**config.mk**
```make
export PLATFORM = sky130hd
export DESIGN_NAME = pipeline_hazard_ctrl
export DESIGN_NICKNAME = d
export VERILOG_FILES = /design/src/rtl/pipeline_hazard_ctrl.sv
export SDC_FILE = /design/constraint.sdc
export NUM_CORES = 1
export LEC_CHECK = 0
export ABC_CLOCK_PERIOD_IN_PS = 1720
export CAP_MARGIN = 15
export CORE_MARGIN = 4
export CORE_UTILIZATION = 32
export CTS_CLUSTER_DIAMETER = 100
export DETAILED_ROUTE_END_ITERATION = 10
export GPL_TIMING_DRIVEN = 1
export PLACE_DENSITY = 0.85
export SETUP_SLACK_MARGIN = 0.3
export SLEW_MARGIN = 10
export SYNTH_ARGS = -nofsm -noshare
export SYNTH_HDL_FRONTEND = slang
export SYNTH_SLANG_ARGS = --single-unit
```
**constraint.sdc**
```tcl
create_clock -name clk -period 1.72 [get_ports clk]
set_input_delay 0.172 -clock clk [delete_from_list [all_inputs] [get_ports clk]]
set_output_delay 0.172 -clock clk [all_outputs]
set_load 0.1 [all_outputs]
```
**src/rtl/pipeline_hazard_ctrl.sv**
```systemverilog
// Pipeline hazard controller: stage-register enables/flushes and execute-stage forwarding selects.
// Optional build macro HAZARD_PERF_EN adds saturating stall/flush/load-use event counters.
module pipeline_hazard_ctrl #(
    parameter int unsigned REG_ADDR_WIDTH = 5,
    parameter int unsigned FLUSH_EXTRA    = 0
) (
    input  logic                      clk,
    input  logic                      rst,
    input  logic                      regWriteE_i,
    input  logic                      resultSrcE_i,
    input  logic [REG_ADDR_WIDTH-1:0] AD3E_i,
    input  logic [REG_ADDR_WIDTH-1:0] rs1D_i,
    input  logic [REG_ADDR_WIDTH-1:0] rs2D_i,
    input  logic [REG_ADDR_WIDTH-1:0] rs1E_i,
    input  logic [REG_ADDR_WIDTH-1:0] rs2E_i,
    input  logic                      regWriteM_i,
    input  logic [REG_ADDR_WIDTH-1:0] AD3M_i,
    input  logic                      regWriteW_i,
    input  logic [REG_ADDR_WIDTH-1:0] AD3W_i,
    input  logic                      branchTakenE_i,
    input  logic                      JALE_i,
    input  logic                      JALRE_i,
    input  logic                      memBusy_i,
    output logic                      enF_o,
    output logic                      enD_o,
    output logic                      enE_o,
    output logic                      flushD_o,
    output logic                      flushE_o,
    output logic [1:0]                fwdAE_o,
    output logic [1:0]                fwdBE_o
`ifdef HAZARD_PERF_EN
    ,
    output logic [15:0]               stallCnt_o,
    output logic [15:0]               flushCnt_o,
    output logic [15:0]               loadUseCnt_o
`endif
);

    typedef enum logic [1:0] {
        ST_RUN        = 2'd0,
        ST_MEM_WAIT   = 2'd1,
        ST_LOAD_STALL = 2'd2,
        ST_FLUSH      = 2'd3
    } state_t;

    localparam logic [REG_ADDR_WIDTH-1:0] REG_X0     = {REG_ADDR_WIDTH{1'b0}};
    localparam logic [1:0]                FLUSH_LOAD = 2'(FLUSH_EXTRA);
    localparam logic                      HAS_EXTRA  = (FLUSH_EXTRA != 32'd0);

    state_t     state_r;
    state_t     state_nxt_s;
    logic [1:0] flush_cnt_r;
    logic [1:0] flush_cnt_nxt_s;
    logic       load_use_s;
    logic       redirect_s;
    logic       en_f_s;
    logic       en_d_s;
    logic       en_e_s;
    logic       flush_d_s;
    logic       flush_e_s;
    logic [1:0] fwd_a_s;
    logic [1:0] fwd_b_s;

    // M-stage result wins over W-stage; x0 is never a forwarding source.
    function automatic logic [1:0] fwd_sel(
        input logic [REG_ADDR_WIDTH-1:0] rs,
        input logic                      wr_m,
        input logic [REG_ADDR_WIDTH-1:0] dst_m,
        input logic                      wr_w,
        input logic [REG_ADDR_WIDTH-1:0] dst_w
    );
        logic [1:0] sel;
        if (wr_m && (dst_m != REG_X0) && (dst_m == rs)) begin
            sel = 2'b10;
        end else if (wr_w && (dst_w != REG_X0) && (dst_w == rs)) begin
            sel = 2'b01;
        end else begin
            sel = 2'b00;
        end
        return sel;
    endfunction

    // Hazard detection terms and forwarding selects.
    always_comb begin
        load_use_s = resultSrcE_i && regWriteE_i && (AD3E_i != REG_X0) &&
                     ((AD3E_i == rs1D_i) || (AD3E_i == rs2D_i));
        redirect_s = branchTakenE_i | JALE_i | JALRE_i;
        fwd_a_s    = fwd_sel(rs1E_i, regWriteM_i, AD3M_i, regWriteW_i, AD3W_i);
        fwd_b_s    = fwd_sel(rs2E_i, regWriteM_i, AD3M_i, regWriteW_i, AD3W_i);
    end

    // Next-state and stage control; MEM_WAIT and LOAD_STALL share the RUN priority chain.
    always_comb begin
        state_nxt_s     = state_r;
        flush_cnt_nxt_s = flush_cnt_r;
        en_f_s          = 1'b1;
        en_d_s          = 1'b1;
        en_e_s          = 1'b1;
        flush_d_s       = 1'b0;
        flush_e_s       = 1'b0;
        case (state_r)
            ST_RUN, ST_MEM_WAIT, ST_LOAD_STALL: begin
                if (memBusy_i) begin
                    en_f_s      = 1'b0;
                    en_d_s      = 1'b0;
                    en_e_s      = 1'b0;
                    state_nxt_s = ST_MEM_WAIT;
                end else if (redirect_s) begin
                    flush_d_s = 1'b1;
                    flush_e_s = 1'b1;
                    if (HAS_EXTRA) begin
                        state_nxt_s     = ST_FLUSH;
                        flush_cnt_nxt_s = FLUSH_LOAD;
                    end else begin
                        state_nxt_s = ST_RUN;
                    end
                end else if (load_use_s && (state_r != ST_LOAD_STALL)) begin
                    en_f_s      = 1'b0;
                    en_d_s      = 1'b0;
                    flush_e_s   = 1'b1;
                    state_nxt_s = ST_LOAD_STALL;
                end else begin
                    state_nxt_s = ST_RUN;
                end
            end
            ST_FLUSH: begin
                if (memBusy_i) begin
                    en_f_s = 1'b0;
                    en_d_s = 1'b0;
                    en_e_s = 1'b0;
                end else if (redirect_s) begin
                    flush_d_s       = 1'b1;
                    flush_e_s       = 1'b1;
                    flush_cnt_nxt_s = FLUSH_LOAD;
                end else begin
                    flush_d_s = 1'b1;
                    if (flush_cnt_r <= 2'd1) begin
                        state_nxt_s     = ST_RUN;
                        flush_cnt_nxt_s = 2'd0;
                    end else begin
                        flush_cnt_nxt_s = flush_cnt_r - 2'd1;
                    end
                end
            end
            default: begin
                en_f_s          = 1'b0;
                en_d_s          = 1'b0;
                en_e_s          = 1'b0;
                flush_d_s       = 1'b1;
                flush_e_s       = 1'b1;
                state_nxt_s     = ST_RUN;
                flush_cnt_nxt_s = 2'd0;
            end
        endcase
    end

    // Reset forces bubbles and freezes every stage immediately, not just at the next edge.
    always_comb begin
        if (rst) begin
            enF_o    = 1'b0;
            enD_o    = 1'b0;
            enE_o    = 1'b0;
            flushD_o = 1'b1;
            flushE_o = 1'b1;
            fwdAE_o  = 2'b00;
            fwdBE_o  = 2'b00;
        end else begin
            enF_o    = en_f_s;
            enD_o    = en_d_s;
            enE_o    = en_e_s;
            flushD_o = flush_d_s;
            flushE_o = flush_e_s;
            fwdAE_o  = fwd_a_s;
            fwdBE_o  = fwd_b_s;
        end
    end

    // FSM state and flush counter.
    always_ff @(posedge clk or posedge rst) begin
        if (rst) begin
            state_r     <= ST_RUN;
            flush_cnt_r <= 2'd0;
        end else begin
            state_r     <= state_nxt_s;
            flush_cnt_r <= flush_cnt_nxt_s;
        end
    end

`ifdef HAZARD_PERF_EN
    logic [15:0] stall_cnt_r;
    logic [15:0] flush_cnt_perf_r;
    logic [15:0] load_use_cnt_r;
    logic        load_use_evt_s;

    // Only the load-use bubble freezes F/D while E still advances.
    always_comb begin
        load_use_evt_s = en_e_s & ~en_d_s;
    end

    // Saturating event counters.
    always_ff @(posedge clk or posedge rst) begin
        if (rst) begin
            stall_cnt_r      <= 16'd0;
            flush_cnt_perf_r <= 16'd0;
            load_use_cnt_r   <= 16'd0;
        end else begin
            if (!en_f_s && (stall_cnt_r != 16'hFFFF)) begin
                stall_cnt_r <= stall_cnt_r + 16'd1;
            end
            if (flush_d_s && (flush_cnt_perf_r != 16'hFFFF)) begin
                flush_cnt_perf_r <= flush_cnt_perf_r + 16'd1;
            end
            if (load_use_evt_s && (load_use_cnt_r != 16'hFFFF)) begin
                load_use_cnt_r <= load_use_cnt_r + 16'd1;
            end
        end
    end

    assign stallCnt_o   = stall_cnt_r;
    assign flushCnt_o   = flush_cnt_perf_r;
    assign loadUseCnt_o = load_use_cnt_r;
`else
    // Core-only build: no event counters.
`endif

endmodule

```
==> flow_summary.ini, run 1 <==
[routing]
route.detailed.drc = 0
ant_nets = 0
vias_per_cell = 4.957
vias = 932
drt_iter0_drc = 8
wl_per_cell_um = 15.82
totalWireLength_um = 2975
first_pass_iters = 4

[placement]
hpwl_um = 2338
io_buffers = 53
dp_cells = 180
postPlaceCellArea_um2 = 1549
place_congestion = 0.8001

[critical_path]
cp.required_ps = 1550
cp.arrival_ps = 1600
critical_path_class = in2out
path_max_fanout = 3
setup.worst_path.start_class = input pin
cp-end-kind = primary output

[finish]
syn_to_final_growth_pct = 156.9
layout.nets = 208
final_util_pct = 85.57
final_area_um2 = 1662
fillCellCount = 102
final-seq-area_um2 = 100.1
drive_above_1_share_pct = 55.90
stdcell_count = 188
antenna_cells = 0
multi_input_area_um2 = 739.5

[floorplanning]
rows = 16
dieWidth_um = 52.96
core_area_um2 = 1942
die_y_um = 52.96
die_area_um2 = 2805
io-pin-count = 54
start_util_pct = 33.31

[clock_network]
hold_buffers = 0
clkTransAtPathRegs_ps = 40
clock_path_buffers = 2
clock_sinks = 4
clock_latency_ps = 240
h-tree-depth = 1
cts_buffers = 3
clock-root-buffer = clkbuf_4
cts_tree = yes

[synth]
ys_async_sr_fraction_pct = 100.0
synthCells = 83
synth_common_cells = xor2_1, xnor2_1, nor2_1
synth-seq-cells = 4
synth_top_flop_cell = dfrtp_1
syn_nets = 128
avgSynthCellArea_um2 = 7.794
yosysMostFrequentCell = xor2_1
synth_top_area_share_pct = 24.37
synthDistinctLibCells = 26
synthesis.area_um2 = 646.9
ys_seq_area_share_pct = 15.47
yosys_warnings = 0
synth_area_leaders = xor2_1, xnor2_1, dfrtp_1, nor3_1, nor2_1
synth_edf_count = 0
post-synth-top-area-cell = xor2_1

[power]
ir_worst_vdd_uv = 429.9
p_leak_nw = 0.7263
pwr_density_cell_nw_per_um2 = 371.6

[timing]
rsz0062_at_grt = true
hold_violations = 4
finalHoldWorstSlack_ps = -9.105
finalSetupViolCount = 1
finClkSkew_ps = 0.2997
period_share_pct = 103.0
finalWorstSetupSlack_ps = -52.12
slew_violations = 0
slew_headroom_pct = 78.72
period_minus_slack_ps = 1772
max_freq_ghz = 0.5643
worstMarginPinSlew_ps = 315.2

[global_routing]
grt_pass1_vias = 1022
grt_antenna_before_repair = 0
grt_max_degree = 6
grt_pass1_wl_um = 4243
grt_overflow = 0
grt.total_usage_pct = 20.60

[flow_run]
drv_cap = 0

[min_path]
min_path_type = in2async

[run_status]
violations = negative hold slack, negative setup slack
run_status = complete, but fails checks
-- cell type report --
type	instances	share of cell area, %
repair buffers	77	45.63
multi-input cells	76	44.50
flip-flops and latches	4	6.024
well taps	27	2.033
clock buffers	3	1.355
inverters	1	0.4518
-- path summary, 6_finish.rpt --
| kind | start | to | slack [ps] | cells after the start |
|---|---|---|---|---|
| max | AD3W_i[3] | fwdAE_o[0] | -50 | 6 |
| min | rst | flush_cnt_r[0] | -9 | 4 |
| max reg2reg | state_r[1] | state_r[1] | 640 | 4 |
| min reg2reg | flush_cnt_r[0] | flush_cnt_r[0] | 510 | 1 |
| max in group asynchronous | rst | state_r[1] | 1620 | 4 |
| min in group clk | JALRE_i | state_r[1] | 290 | 3 |
-- cell usage in the layout, fill, tap and decap left out, types with 4 or more instances in the layout --
cell and count:
buf_6 11, xor2_1 17, clkdlybuf4s15_1 10, buf_2 10
nor2_1 5, buf_12 9, xnor2_1 9, dfrtp_1 4
dlygate4sd2_1 9, nor3_2 4, buf_4 19, or4_4 4
clkbuf_2 4
-- sequential cells by signal, summed over array words and instances (netlist names) --
signal	flops
flush_cnt_r	2
state_r	2
-- cells by family after synthesis --
family / after synthesis / share of synthesized area [%]
buffers and inverters: 3 / 2.320
AND/OR/NAND/NOR: 33 / 26.89
flip-flops: 4 / 15.47
AO/OA/AOI/OAI: 13 / 14.70
XOR/XNOR: 30 / 40.62
-- critical path, stage by stage --
cell and delay [ps]:
buf_8 80, or4_4 120, o211ai_1 120, or4_4 560, nor4_4 330, buf_12 210
-- power breakdown --
| part | total (W) | internal [W] | switching (W) |
|---|---|---|---|
| clock network | 0.000116 | 0.0000780 | 0.0000381 |
| registers | 0.0000973 | 0.0000960 | 0.00000135 |
| logic | 0.000404 | 0.000197 | 0.000207 |
-- routing by layer --
metal | wire length, µm | GRT usage (%)
met5 | 0 | 0
met4 | 34 | 7.234
met3 | 297 | 3.099
met2 | 1620 | 42.98
met1 | 1022 | 19.56
-- through the flow --
| stage | worst slack, ps | TNS (ps) | total power (W) |
|---|---|---|---|
| global route | -66.01 | -84.82 | 0.0006443 |
| global placement | -351.1 | -1646 | 0.0004714 |
| finish | -52.12 | -52.12 | 0.0006174 |
| detailed placement | -425.8 | -1768 | 0.0004834 |
| floorplan | -465.2 | -742.9 | 0.0002754 |
| CTS | -36.37 | -36.37 | 0.0005956 |
-- what timing repair did --
item | CTS | global route
setup buffers | 3 | 2
pin swaps | 34 | 15
gates resized for setup | 112 | 34
gates cloned | 0 | 0
endpoints found under the setup margin | 9 | 8
Note: power is estimated with default switching activity, not from simulation.
==> inputs of run 2 (changes only) <==
Settings changed: CAP_MARGIN 15 to default, CTS_CLUSTER_DIAMETER 100 to 50.
==> results of run 2 <==
Final layout, timing and power as in run 1 (identical DEF).
